===== config.mk =====
export PLATFORM = sky130hd
export DESIGN_NAME = trx_sequencer
export DESIGN_NICKNAME = d
export VERILOG_FILES = /design/src/rtl/trx_sequencer.sv
export SDC_FILE = /design/constraint.sdc
export NUM_CORES = 1
export LEC_CHECK = 0
export CAP_MARGIN = 0
export CORE_MARGIN = 2
export CORE_UTILIZATION = 30
export DETAILED_ROUTE_END_ITERATION = 16
export GPL_TIMING_DRIVEN = 0
export SYNTH_ARGS = -nofsm -noshare
export SYNTH_HDL_FRONTEND = slang
export SYNTH_SLANG_ARGS = --single-unit

===== constraint.sdc =====
create_clock -name i_sys_clk -period 3.3 [get_ports i_sys_clk]
set_input_delay 0.495 -clock i_sys_clk [delete_from_list [all_inputs] [get_ports i_sys_clk]]
set_output_delay 0.495 -clock i_sys_clk [all_outputs]
set_load 0.005 [all_outputs]

===== src/rtl/trx_sequencer.sv =====
// trx_sequencer: SMI/LVDS direction and flow-control sequencer (idle/RX/TX via flush, drain, guard).
// Define DREQ_HYST_EN to enable hysteresis on the SMI DREQ line; the default build uses plain compares.
module trx_sequencer #(
  parameter int LEVEL_W      = 10,
  parameter int RX_DREQ_THR  = 3,
  parameter int TX_DREQ_LOW  = 500,
  parameter int TX_DREQ_HIGH = 508,
  parameter int FLUSH_CYCLES = 4,
  parameter int GUARD_CYCLES = 16,
  parameter int DRAIN_MAX    = 1023
) (
  input  logic               i_sys_clk,
  input  logic               i_reset,
  input  logic [1:0]         i_mode_req,
  input  logic               i_mode_load,
  input  logic [LEVEL_W-1:0] i_rx_level,
  input  logic [LEVEL_W-1:0] i_tx_level,
  input  logic               i_rx_empty,
  input  logic               i_tx_empty,
  output logic               o_trx_state_tx,
  output logic               o_smi_dreq,
  output logic               o_fifo_flush,
  output logic               o_rx_enable,
  output logic               o_tx_enable,
  output logic               o_busy,
  output logic [2:0]         o_state,
  output logic               o_drain_timeout
);

  typedef enum logic [2:0] {
    S_IDLE     = 3'd0,
    S_FLUSH    = 3'd1,
    S_RX       = 3'd2,
    S_RX_DRAIN = 3'd3,
    S_TX       = 3'd4,
    S_TX_DRAIN = 3'd5,
    S_GUARD    = 3'd6
  } state_t;

  localparam logic [1:0] M_IDLE = 2'b00;
  localparam logic [1:0] M_RX   = 2'b01;
  localparam logic [1:0] M_TX   = 2'b10;

  // One down-counter serves every timed phase; it is loaded with (length - 1).
  localparam int CNT_MAX_FG = (FLUSH_CYCLES > GUARD_CYCLES) ? FLUSH_CYCLES : GUARD_CYCLES;
  localparam int CNT_MAX    = (CNT_MAX_FG > DRAIN_MAX) ? CNT_MAX_FG : DRAIN_MAX;
  localparam int CNT_W      = (CNT_MAX > 1) ? $clog2(CNT_MAX) : 1;

  localparam logic [CNT_W-1:0] FLUSH_LOAD = CNT_W'(FLUSH_CYCLES - 1);
  localparam logic [CNT_W-1:0] GUARD_LOAD = CNT_W'(GUARD_CYCLES - 1);
  localparam logic [CNT_W-1:0] DRAIN_LOAD = CNT_W'(DRAIN_MAX - 1);

  state_t           state;
  state_t           state_nxt;
  logic [1:0]       target;
  logic [1:0]       target_nxt;
  logic [CNT_W-1:0] cnt;
  logic [CNT_W-1:0] cnt_nxt;
  logic             timeout_nxt;
  logic             dreq_nxt;

  function automatic logic [1:0] mode_norm(input logic [1:0] req);
    return (req == 2'b11) ? M_IDLE : req;
  endfunction

  function automatic logic rx_above(input logic [LEVEL_W-1:0] lvl);
    return 32'(lvl) > $unsigned(RX_DREQ_THR);
  endfunction

  function automatic logic tx_below(input logic [LEVEL_W-1:0] lvl);
    return 32'(lvl) < $unsigned(TX_DREQ_LOW);
  endfunction

`ifdef DREQ_HYST_EN
  function automatic logic tx_release(input logic [LEVEL_W-1:0] lvl);
    return 32'(lvl) >= $unsigned(TX_DREQ_HIGH);
  endfunction
`endif

  // A load strobe takes effect immediately for the mode-following states (IDLE/RX/TX);
  // end-of-phase decisions (FLUSH, GUARD) look at the registered target.
  assign target_nxt = i_mode_load ? mode_norm(i_mode_req) : target;

  always_comb begin
    state_nxt   = state;
    cnt_nxt     = (cnt != '0) ? (cnt - CNT_W'(1)) : cnt;
    timeout_nxt = 1'b0;
    case (state)
      S_IDLE: begin
        if (target_nxt != M_IDLE) begin
          state_nxt = S_FLUSH;
          cnt_nxt   = FLUSH_LOAD;
        end
      end
      S_FLUSH: begin
        if (cnt == '0) begin
          case (target)
            M_RX:    state_nxt = S_RX;
            M_TX:    state_nxt = S_TX;
            default: state_nxt = S_IDLE;
          endcase
        end
      end
      S_RX: begin
        if (target_nxt != M_RX) begin
          state_nxt = S_RX_DRAIN;
          cnt_nxt   = DRAIN_LOAD;
        end
      end
      S_RX_DRAIN: begin
        if (i_rx_empty) begin
          state_nxt = S_GUARD;
          cnt_nxt   = GUARD_LOAD;
        end else if (cnt == '0) begin
          state_nxt   = S_GUARD;
          cnt_nxt     = GUARD_LOAD;
          timeout_nxt = 1'b1;
        end
      end
      S_TX: begin
        if (target_nxt != M_TX) begin
          state_nxt = S_TX_DRAIN;
          cnt_nxt   = DRAIN_LOAD;
        end
      end
      S_TX_DRAIN: begin
        if (i_tx_empty) begin
          state_nxt = S_GUARD;
          cnt_nxt   = GUARD_LOAD;
        end else if (cnt == '0) begin
          state_nxt   = S_GUARD;
          cnt_nxt     = GUARD_LOAD;
          timeout_nxt = 1'b1;
        end
      end
      S_GUARD: begin
        if (cnt == '0) begin
          if (target == M_IDLE) begin
            state_nxt = S_IDLE;
          end else begin
            state_nxt = S_FLUSH;
            cnt_nxt   = FLUSH_LOAD;
          end
        end
      end
      default: state_nxt = S_IDLE;
    endcase
  end

  // DREQ is computed against the next state so it drops in the very cycle a phase ends.
  always_comb begin
    dreq_nxt = 1'b0;
    case (state_nxt)
`ifdef DREQ_HYST_EN
      S_RX:       dreq_nxt = rx_above(i_rx_level) ? 1'b1 : (i_rx_empty ? 1'b0 : o_smi_dreq);
      S_TX:       dreq_nxt = tx_below(i_tx_level) ? 1'b1 : (tx_release(i_tx_level) ? 1'b0 : o_smi_dreq);
`else
      S_RX:       dreq_nxt = rx_above(i_rx_level);
      S_TX:       dreq_nxt = tx_below(i_tx_level);
`endif
      S_RX_DRAIN: dreq_nxt = !i_rx_empty;
      default:    dreq_nxt = 1'b0;
    endcase
  end

  always_ff @(posedge i_sys_clk) begin
    if (i_reset) begin
      state           <= S_IDLE;
      target          <= M_IDLE;
      cnt             <= '0;
      o_trx_state_tx  <= 1'b1;
      o_smi_dreq      <= 1'b0;
      o_fifo_flush    <= 1'b0;
      o_rx_enable     <= 1'b0;
      o_tx_enable     <= 1'b0;
      o_busy          <= 1'b0;
      o_state         <= 3'd0;
      o_drain_timeout <= 1'b0;
    end else begin
      state           <= state_nxt;
      target          <= target_nxt;
      cnt             <= cnt_nxt;
      o_trx_state_tx  <= !((state_nxt == S_RX) || (state_nxt == S_RX_DRAIN));
      o_smi_dreq      <= dreq_nxt;
      o_fifo_flush    <= (state_nxt == S_FLUSH);
      o_rx_enable     <= (state_nxt == S_RX);
      o_tx_enable     <= (state_nxt == S_TX) || (state_nxt == S_TX_DRAIN);
      o_busy          <= !((state_nxt == S_IDLE) || (state_nxt == S_RX) || (state_nxt == S_TX));
      o_state         <= state_nxt;
      o_drain_timeout <= timeout_nxt;
    end
  end

endmodule


==> results of run 1 <==
[cells in the mapped netlist, types with 3 or more instances]
master / n
dfxtp_1: 22
o21ai_0: 14
nor2_1: 11
a21oi_1: 9
nor2b_1: 7
nand2_1: 6
nor3_1: 6
a31oi_1: 4
inv_1: 4
nand3_1: 4
o211ai_1: 4
o31ai_1: 4
clkbuf_1: 3
ha_1: 3
nand2b_1: 3
or4_1: 3
xnor2_1: 3
xor2_1: 3
[cell type report]
cell class                      count  area [um^2]
Tap cell                           52        65.06
Multi-Input combinational cell    120        812.0
Inverter                            5        21.27
Buffer                              7        47.55
Timing Repair Buffer               31        310.3
Fill cell                         458         2542
Clock buffer                        4        55.05
Sequential cell                    22        440.4
[power by group]
group | switching, W | total, W | internal (W)
Clock | 0.000101 | 0.000208 | 0.000107
Combinational | 0.000350 | 0.000673 | 0.000323
Sequential | 0.0000689 | 0.000404 | 0.000335
Total | 0.000520 | 0.00129 | 0.000765
[metal layers]
metal,share of wire,vias to the layer above,track usage
met1,0.49,559,0.1900
met2,0.44,20,0.2096
met5,0,-,0
met4,0.015,0,0.05769
met3,0.045,4,0.03608
li1,-,648,-
[worst paths after layout]
| kind | startpoint | endpoint | slack (ns) | depth (start not counted) |
|---|---|---|---|---|
| hold reg to reg | cnt[3] | cnt[3] | 0.55 | 2 |
| hold / removal | cnt[3] | cnt[3] | 0.55 | 2 |
| setup reg to reg | cnt[8] | cnt[0] | 0.82 | 9 |
| setup / recovery | cnt[8] | cnt[0] | 0.82 | 9 |
[state kept, by name, summed over array words and instances (netlist names)]
register,flops
o_trx_state_tx,1
o_tx_enable,1
o_fifo_flush,1
state,3
o_smi_dreq,1
cnt,10
o_rx_enable,1
o_drain_timeout,1
o_busy,1
target,2
[cells by family (layout without fill, tap and decap cells)]
kind of cell / count (synthesis) / count (layout) / synth area share
AO/OA/AOI/OAI: 49 / 49 / 0.2415
XOR/XNOR: 6 / 6 / 0.03978
adder cells (fa/ha/maj): 3 / 3 / 0.02841
buffers and inverters: 12 / 47 / 0.05208
flip-flops: 22 / 22 / 0.3333
AND/OR/NAND/NOR: 62 / 62 / 0.3049
[worst max-delay path, delay by kind of cell (launching register included)]
| family | cells | cell delay, ns |
|---|---|---|
| and+or+nand+nor | 3 | 1.23 |
| DFF | 1 | 0.33 |
| adders and majority gates | 1 | 0.27 |
| buffers and inverters | 3 | 0.33 |
| AOI/OAI and AO/OA | 2 | 0.19 |
[through the flow]
stage / power [W] / worst slack (ns) / area [um^2] / hold slack [ns]
floorplan: 0.0009165 / 0.9945 / 1321 / 0.4946
global placement: 0.001080 / 0.8142 / 1697 / 0.5186
detailed placement: 0.001082 / 0.8183 / 1697 / 0.5258
CTS: 0.001291 / 0.8090 / 1752 / 0.5396
global route: 0.001392 / 0.6601 / 1752 / 0.5716
finish: 0.001285 / 0.8238 / 1752 / 0.5473
==> results.txt, run 1 <==
- Max_cap viols: 0
- Area share of the largest cell type after synthesis: 0.3333
- During placement, the flow inserted port buffers numbering 31.
- The number of placed instances, taps included, is 237.
- Synth-to-Final Area Change: 32.58%
* Count of warnings emitted by yosys: 0
- Layout net count: 220
- Critical path data arrival time: 2.63 ns
- Nets in the synthesized netlist: 184
* Synth Register Bits: 22
- Number of diodes: 0
- The worst-case IR drop observed on VDD is 0.2819 mV.
- Hold crit path type: reg -> reg
- DR DRC count: 0
* Total wire length after detailed routing: 3297 um
* Depth of the CTS H-tree: 1
- Gate Count Post-Synth: 154
- For the pin with the worst max-slew slack, the measured transition is 0.5802 ns.
- For this run, the number of standard cells in the final layout without fillers is 241.
- Main area contributors after synthesis: dfxtp_1 33%, o21ai_0 5.3%, a21oi_1 3.4%
- Leakage Power: 0.6384 nW
- TritonCTS built the clock tree.
* Num CTS Buffers: 3
- Number of library cell types mapped by synthesis: 51
* First-pass iteration count of the detailed router: 4
* Violation count after the first detailed-routing iteration: 31
- The root buffer cell chosen for the clock tree is clkbuf_8.
* Post-Route Skew: 0.005664 ns
- Dominant register cell in the synthesized netlist: dfxtp_1
- Crit path max fanout: 10
* Startpoint kind of the worst setup timing path: register
- Cell type of the slowest stage on the worst timing path: or4_1
- Final standard cell utilization of the core: 0.4079
- Stage delay of the slowest cell on the critical path: 0.51 ns
* Cell area after technology mapping: 1321 um^2
- Critical path start-end classification: reg -> reg
* DIE AREA: 4951 um^2
* Rel. slew slack: 0.6103
- The final count of pins violating max slew is 0.
- The number of hold violations in the final report came to 0.
- In the final timing run, aggregate negative setup slack is 0 ns.
- The clock reaches the later pin of the worst-skew pair after 0.28 ns.
- Setup violations remaining at the end of the flow were counted as 0.
* Period utilization: 0.7504
- Setup repair after global routing missed its margin: false
* Starting density of the core: 0.3077
* Mean area per synthesized cell: 8.580 um^2
- The share of the Yosys chip area taken by registers is 0.3333.
- Leaving out fill and tap cells, the most frequent cell in the layout is clkdlybuf4s50_1.
- Width of the die: 70.37 um
- In this run the remaining antenna-violating nets after routing total 0.
- The largest total area in the synthesized netlist belongs to dfxtp_1.
* First-pass GRT wire length: 5457 um
- After detailed routing, the average wire length per cell comes to 13.68 um.
- The signal on the critical path passes through nor3_1, and4b_1, buf_6, inv_4, buf_8, ha_1, or4_1, o211ai_1, a31oi_1.
* Fmax: 403.8 MHz
- Result of the run: complete, no violations
- Number of vias per cell: 5.108
- During I/O placement, the number of pins put on the boundary was 37.
- STA classifies the critical path endpoint as a register.
* Final HPWL from detailed placement: 2502 um
- Power per cell area: 733.7 nW/um^2
* Postcts setup bufs: 0
- At the end of routability-driven placement, the weighted congestion stood at 0.8411.
- After floorplanning, the core was divided into 24 placement rows.
- Floorplan core area: 4294 um^2
* Number of gates resized after cts: 0
- Clock transition at the registers of the reported paths: 0.09 ns
- Clock tree synthesis found a total of 22 sinks.
* Required time at the endpoint of the critical path: 3.45 ns
- Of the cells placed in the final design, the portion with a size suffix greater than 1 is 0.08995.
* GR Util All Layers: 0.1400
* Number of buffers on the longest clock path: 2
* Number of enable flip-flop cells after synthesis: 0
- Pin count of the biggest net entering global routing: 13
* Share of async-settable or async-resettable flops after synthesis: 0
* Vias in the first global route: 1111
- In the layout the commonest cells are 31 x clkdlybuf4s50_1, 22 x dfxtp_1, 14 x o21ai_0, 11 x nor2_1, 9 x a21oi_1.
* Vias after detailed routing: 1231
- Antenna violations before repair: 0
- The floorplan step set the die height to 70.37 um.
- After layout, the minimum clock period comes to 2.476 ns.
- After clock tree synthesis, the flow added hold-fix buffers numbering 0.
- Congestion Overflow GR: 0
(Power assumes the default switching activity.)
==> inputs of run 2 (changes only) <==
clock period = 2.24 ns   (was 3.3 ns; I/O delays follow)
==> run 2 against run 1 <==
Net effect: utilization rose by 1.3 points; worst hold slack got worse by 0.071 ns; register-to-register slack got worse by 0.77 ns; final cell count rose by 0.83%; sequential share of layout area shrank 0.64 points; non-clock buffer count is 2 higher; sequential cell count is the same; largest cell class unchanged.
==> results.txt, run 2 (synthesis results as in run 1) <==
* Congestion Overflow GR: 0 (unchanged)
* Width of the die: 70.37 um (unchanged)
- Share of final-layout standard cells stronger than drive strength 1: 0.1309 (+0.04094)
- The number of global-route vias before repair is 1237 (+11%).
- First-pass iteration count of the detailed router: 4 (unchanged)
* Number of sinks handled by clock tree synthesis: 22 (unchanged)
- The net switching power figure was 0.0008091 W (+56%).
* Hold crit path type: in -> reg
- The number of nets in the finished design is 222 (+0.91%).
* Clock latency at the later pin of the worst-skew pair: 0.27 ns (about the same)
- The HPWL after detailed placement is 2536 um (+1.3%).
- The worst-case hold slack is 0.4765 ns (-0.07077 ns).
- The residual DRC count is 0 (unchanged).
- Clock power frac: 0.182 (+0.020)
* Antenna violations before repair: 0 (unchanged)
* Required time at the endpoint of the critical path: 2.38 ns (-1.07 ns)
* Setup repair after global routing missed its margin: true
* Chain of cells forming the critical path: nor4_4, and4b_1, buf_6, inv_4, buf_8, ha_1, or4_1, o211ai_1, a31oi_1
- Floorplan core area: 4294 um^2 (unchanged)
- The shortest clock period the worst path allows after layout is 2.187 ns (-0.2891 ns).
* Number of port buffers: 31 (unchanged)
- The maximum fanout along the worst path came to 10 (unchanged).
* Most frequent standard cell in the layout excluding fill and tap cells: clkdlybuf4s50_1
- The average detailed-routed wire length per instance was 14.38 um (+5.1%).
* Reg2Reg Launch Point: cnt[6]
* Register-to-Register Path Depth: 9 (unchanged)
- The count of placed standard cells including taps came to 237 (unchanged).
- Gate power share: 0.520 (-0.004)
- The top cell types in the final layout, fill and taps aside, are 31 x clkdlybuf4s50_1, 20 x dfxtp_1, 14 x o21ai_0, 11 x nor2_1, 8 x a21oi_1.
* Stage delay of the slowest cell on the critical path: 0.40 ns (-0.11 ns)
- The post-route clock period utilization came to 0.9764 (+0.2260).
- Flip-flop count of the largest register, all copies and words added: 10 (unchanged)
* Max VDD drop: 0.4195 mV (+49%)
- Number of non-filler instances in the completed layout: 243 (+0.83%)
- The worst setup skew after layout was 0.003226 ns (-0.002438 ns).
- The run finished with clean final reports.
- The reg2reg setup slack was 0.05 ns (-0.77 ns).
* DIE AREA: 4951 um^2 (unchanged)
- Number of setup violations in the final report: 0 (unchanged)
* Top flop regs: cnt (10), state (3), target (2)
- Die Ht: 70.37 um (unchanged)
* Number of vias per cell: 5.280 (+3.4%)
- The internal power consumption was 0.001269 W (+66%).
* Switching share of power: 0.3892 (-0.01539)
- In this run the worst setup path terminates at cnt[0].
* Critical path start-end classification: reg -> reg
- The number of hold violations in the final report was 0 (unchanged).
- The maximum number of pins on one net before global-route repair was 14 (+1).
* Post-DRT Antenna Nets: 0 (unchanged)
- The number of cell rows was 24 (unchanged).
* Total wire length after detailed routing: 3495 um (+6.0%)
* Startpoint kind of the worst setup timing path: register
- End of the worst register-to-register path: cnt[0]
* Biggest register: cnt
- In this run the worst setup path begins at cnt[6].
- The worst setup path is captured at a register.
- Synth-to-Final Area Change: 36.84%
- The cell sitting at the root of the clock tree is a clkbuf_8.
- RD Place Congestion: 0.7903 (-6.0%)
- Leakage Power: 0.6640 nW (+4.0%)
- The largest buffer count on any clock path came to 2 (unchanged).
* Final standard cell utilization of the core: 0.4210 (+0.01311)
- Transition time at the pin with the least slew margin: 0.5850 ns (+0.004795 ns)
- The arrival time reported for the critical path endpoint is 2.32 ns (-0.31 ns).
- The slowest stage of the critical path is the or4_1 cell.
- Clock transition at the registers of the reported paths: 0.09 ns (about the same)
- GR Util All Layers: 0.1470 (+0.006926)
* Final Slew Violations: 0 (unchanged)
* Power per cell area: 1150 nW/um^2 (+57%)
- The H-tree depth was 1 (unchanged).
* Fmax: 457.2 MHz (+13%)
* First-pass GRT wire length: 5885 um (+7.8%)
- Num CTS Buffers: 3 (unchanged)
* Starting density of the core: 0.3077 (unchanged)
- Hold-fix buffers at CTS: 0 (unchanged)
* Rel. slew slack: 0.6070 (-0.003221)
- The count of antenna diodes in the layout is 0 (unchanged).
- The final total negative setup slack came to 0 ns (unchanged).
* Sequential cell fraction of total power: 0.297 (-0.017)
- TritonCTS clock tree: yes
- The detailed router's first-iteration violation count came to 85 (+170%).
- The total of max-cap violations is 0 (unchanged).
- The boundary pin count was 37 (unchanged).
- The via count of the routed design is 1283 (+4.2%).
## run 2: worst max-delay path, delay by kind of cell, from the launching register on
kind                     cells  cell delay, ns
AO/OA/AOI/OAI                2            0.20
AND/OR/NAND/NOR              3            0.96
flip-flops                   1            0.36
buffers and inverters        3            0.27
adder cells (fa/ha/maj)      1            0.28
## run 2: how the worst min path moves through the flow
stage,start,to,slack (ns),depth (start not counted)
2_1_floorplan,cnt[3],cnt[3],0.49,2
3_3_place_gp,cnt[3],cnt[3],0.52,2
3_5_place_dp,cnt[3],cnt[3],0.52,2
4_1_cts,i_reset,cnt[3],0.47,2
5_1_grt,i_reset,cnt[3],0.54,2
6_report,i_reset,cnt[3],0.48,2
## run 2: final cells by class
type | instances | area [um^2]
multi-input cells | 120 | 833.3
inverters | 5 | 21.27
flip-flops and latches | 22 | 442.9
plain buffers | 7 | 48.80
clock inverters | 1 | 30.03
well taps | 52 | 65.06
fillers | 449 | 2486
repair buffers | 33 | 325.3
clock buffers | 3 | 41.29
## run 2: metal layers
layer  part of all wire  wire length, um  vias to the layer above  global-route usage
met2               0.48             1674                       27              0.2379
met4             0.0046               16                        0             0.02564
met5                  0                0                        -                   0
met1               0.48             1666                      598              0.1981
li1                   -                -                      656                   -
met3              0.039              138                        2             0.03896
## run 2: metrics by stage
step                worst slack [ns]  power, W  instance area [um^2]
CTS                          0.03702  0.002057                  1790
finish                       0.05284  0.002079                  1808
floorplan                    0.09841  0.001348                  1324
detailed placement           -0.1116  0.001599                  1699
global route                -0.05259  0.002227                  1808
global placement             -0.1187  0.001590                  1699
## run 2: what timing repair did
action	CTS	global route
endpoints found under the hold margin	0	0
pin swaps	2	1
buffers inserted	2	0
endpoints found under the setup margin	1	11
gates resized for setup	1	5
## run 2: power groups by stage
stage | clock, W | sequential [W] | combinational, W
final | 0.000379 | 0.000618 | 0.00108
after floorplan | 0 | 0.000586 | 0.000762
after detailed placement | 0 | 0.000607 | 0.000992
after global placement | 0 | 0.000605 | 0.000985
after global routing | 0.000403 | 0.000634 | 0.00119
after CTS | 0.000388 | 0.000608 | 0.00106
==> inputs of run 3 (changes only) <==
SKIP_CTS_REPAIR_TIMING = 1   (was not set)
==> run 3 against run 2 <==
Net effect: worst hold slack got worse by 0.0071 ns; power rose by 3.5%; critical path type unchanged; global-route usage fell by 0.36 points; largest power group unchanged; die area did not move; final cell count rose by 1.2%; sequential cell count did not move; non-clock buffer count rose by 3; highest routed layer is now met3; register-to-register slack got worse by 0.05 ns.
==> results.txt, run 3 (synthesis results as in run 1) <==
- The flow ran to the end, and the final reports show no timing, DRC or antenna violations.
* Share of final-layout standard cells stronger than drive strength 1: 0.1546 (+0.02375)
- Number of diodes: 0 (unchanged)
- The number of hold violations in the final report came to 0 (unchanged).
- The global placer's final weighted congestion came to 0.7903 (unchanged).
- Reg2Reg Launch Point: cnt[5]
- Rel. slew slack: 0.6021 (-0.004910)
* Cell type of the slowest stage on the worst timing path: or4_1
- The detailed router's first-iteration violation count is 52 (-39%).
- Number of vias per cell: 5.321 (+0.78%)
- Post-Route Skew: 0.003781 ns (+0.0005543 ns)
* Chain of cells forming the critical path: nor4_4, and4b_1, buf_6, inv_4, buf_8, ha_4, or4_1, o211ai_1, a31oi_1
* Layout net count: 225 (+1.4%)
* Total wire length after detailed routing: 3507 um (+0.34%)
- Final Cell Area: 1841 um^2 (+1.8%)
- The setup path with the least slack is of type reg -> reg.
- The floorplan die width came to 70.37 um (unchanged).
* Worst reg2reg setup slack: 0.002 ns (-0.05 ns)
- The required time of the critical path is 2.38 ns (about the same).
- The arrival time reported for the critical path endpoint is 2.37 ns (+0.05 ns).
- The total of max-cap violations was 0 (unchanged).
* Clock latency at the later pin of the worst-skew pair: 0.27 ns (about the same)
- The area of the core is 4294 um^2 (unchanged).
* Crit path max fanout: 10 (unchanged)
* GR Util met1: 0.1910 (-0.007042)
* Hold path cells: 2 (unchanged)
* Startpoint kind of the worst setup timing path: register
- Compared with the post-synthesis result, the final layout area differs by 39.30%.
- The HPWL after detailed placement came to 2536 um (unchanged).
- Congestion Overflow GR: 0 (unchanged)
- The post-route clock period utilization was 0.9989 (+0.02253).
- The standby leakage power came to 0.6782 nW (+2.1%).
* CP Capture Type: register
- The worst-case hold slack came to 0.4694 ns (-0.007149 ns).
* Rows: 24 (unchanged)
- The length of the first detailed-routing pass in iterations is 4 (unchanged).
- The cell sitting at the root of the clock tree is a clkbuf_8.
- Power per cell area: 1169 nW/um^2 (+1.7%)
* Pin count of the biggest net entering global routing: 14 (unchanged)
- The H-tree depth came to 1 (unchanged).
* Hold crit path type: in -> reg
* TritonCTS clock tree: yes
- Worst Hold Endpoint: cnt[3]
* Number of setup violations in the final report: 0 (unchanged)
- DR DRC count: 0 (unchanged)
* Number of buffers on the longest clock path: 2 (unchanged)
* Fmax: 446.9 MHz (-2.3%)
- The met2 track utilization from global routing is 0.2338 (-0.004193).
* Most frequent standard cell in the layout excluding fill and tap cells: clkdlybuf4s50_1
- Top flop regs: cnt (10), state (3), target (2)
- End of the worst register-to-register path: cnt[0]
- The length in cells of the worst reg-to-reg path is 9 (unchanged).
* Filler cell count: 441 (-1.8%)
- Biggest register: cnt
* First-pass GRT wire length: 5761 um (-2.1%)
- The placement-stage cell area is 1699 um^2 (unchanged).
- Stage delay of the slowest cell on the critical path: 0.39 ns (about the same)
* Transition time at the pin with the least slew margin: 0.5923 ns (+0.007308 ns)
- The layer flagged by global routing as most heavily used is met2.
- Final setup TNS: 0 ns (unchanged)
- Post-DRT Antenna Nets: 0 (unchanged)
- Vias in the first global route: 1221 (-1.3%)
- The met3 track utilization from global routing is 0.03896 (unchanged).
- The sequential cell area is 446.7 um^2 (+0.85%).
- The average detailed-routed wire length per instance was 14.26 um (-0.88%).
* Critical hold path startpoint: i_reset
- Flip-flop count of the largest register, all copies and words added: 10 (unchanged)
* Clock transition at the registers of the reported paths: 0.09 ns (about the same)
* Number of port buffers: 31 (unchanged)
* Number of top-level pins: 37 (unchanged)
- The number of buffers created by CTS is 3 (unchanged).
- The maximum resistive drop on vdd is 0.4614 mV (+10%).
- The via count of the routed design was 1309 (+2.0%).
- Number of sinks handled by clock tree synthesis: 22 (unchanged)
- The total die area came to 4951 um^2 (unchanged).
* Setup repair after global routing missed its margin: true
- The shortest clock period the worst path allows after layout was 2.238 ns (+0.05048 ns).
* Total area of multi-input combinational cells: 839.6 um^2 (+0.75%)
* Final Slew Violations: 0 (unchanged)
* Highest-count cells in the layout ignoring fill and taps: 31 x clkdlybuf4s50_1, 19 x dfxtp_1, 14 x o21ai_0, 11 x nor2_1, 8 x a21oi_1
- The starting density of the core came to 0.3077 (unchanged).
* Antenna violations before repair: 0 (unchanged)
- The global-route usage over all layers came to 0.1434 (-0.003592).
* Die Ht: 70.37 um (unchanged)
[run 3: cell count changes in the layout (fill, tap and decap cells not counted), sizes merged]
cell / delta
buf: +3
[run 3: through the flow]
| stage | cells | worst slack, ns | utilization | power [W] |
|---|---|---|---|---|
| final | 246 | 0.002361 | 0.4286 | 0.002152 |
| after floorplan | 154 | 0.09841 | - | 0.001348 |
| after CTS | 241 | -0.1365 | 0.4123 | 0.001991 |
| after global routing | 246 | -0.08952 | 0.4286 | 0.002291 |
| after global placement | 237 | -0.1187 | 0.3957 | 0.001590 |
| after detailed placement | 237 | -0.1116 | 0.3957 | 0.001599 |
[run 3: worst max-delay path by stage]
stage / from / to / slack [ns] / cells after the start
after floorplan: cnt[6] / cnt[0] / 0.1 / 9
after global placement: cnt[8] / cnt[0] / -0.12 / 9
after detailed placement: cnt[8] / cnt[0] / -0.11 / 9
after CTS: cnt[8] / cnt[0] / -0.14 / 9
after global routing: cnt[5] / cnt[0] / -0.09 / 9
final: cnt[5] / cnt[0] / 0.002 / 9
[run 3: final cells by class]
| class | count | area share |
|---|---|---|
| multi-input combinational | 120 | 0.4562 |
| tap | 52 | 0.03535 |
| clock buffer | 3 | 0.02243 |
| clock inverter | 1 | 0.01632 |
| buffer | 7 | 0.02651 |
| sequential | 22 | 0.2427 |
| inverter | 5 | 0.01156 |
| timing repair buffer | 36 | 0.1890 |
[run 3: worst max-delay path, delay by kind of cell (launching register included)]
family,cells,cell delay [ns]
fa+ha+maj,1,0.21
flops,1,0.37
buf+inv,3,0.31
simple gates,3,1.02
compound gates,2,0.19
[run 3: report_power, final]
| group | switching [W] | internal, W | total [W] |
|---|---|---|---|
| logic | 0.000566 | 0.000589 | 0.00115 |
| registers | 0.000119 | 0.000498 | 0.000617 |
| clock network | 0.000141 | 0.000239 | 0.000380 |
| total | 0.000825 | 0.00133 | 0.00215 |
[run 3: metal layers]
metal	up-vias	share of wire
met5	-	0
met4	0	0
met3	0	0.041
met2	27	0.49
met1	622	0.47
li1	660	-
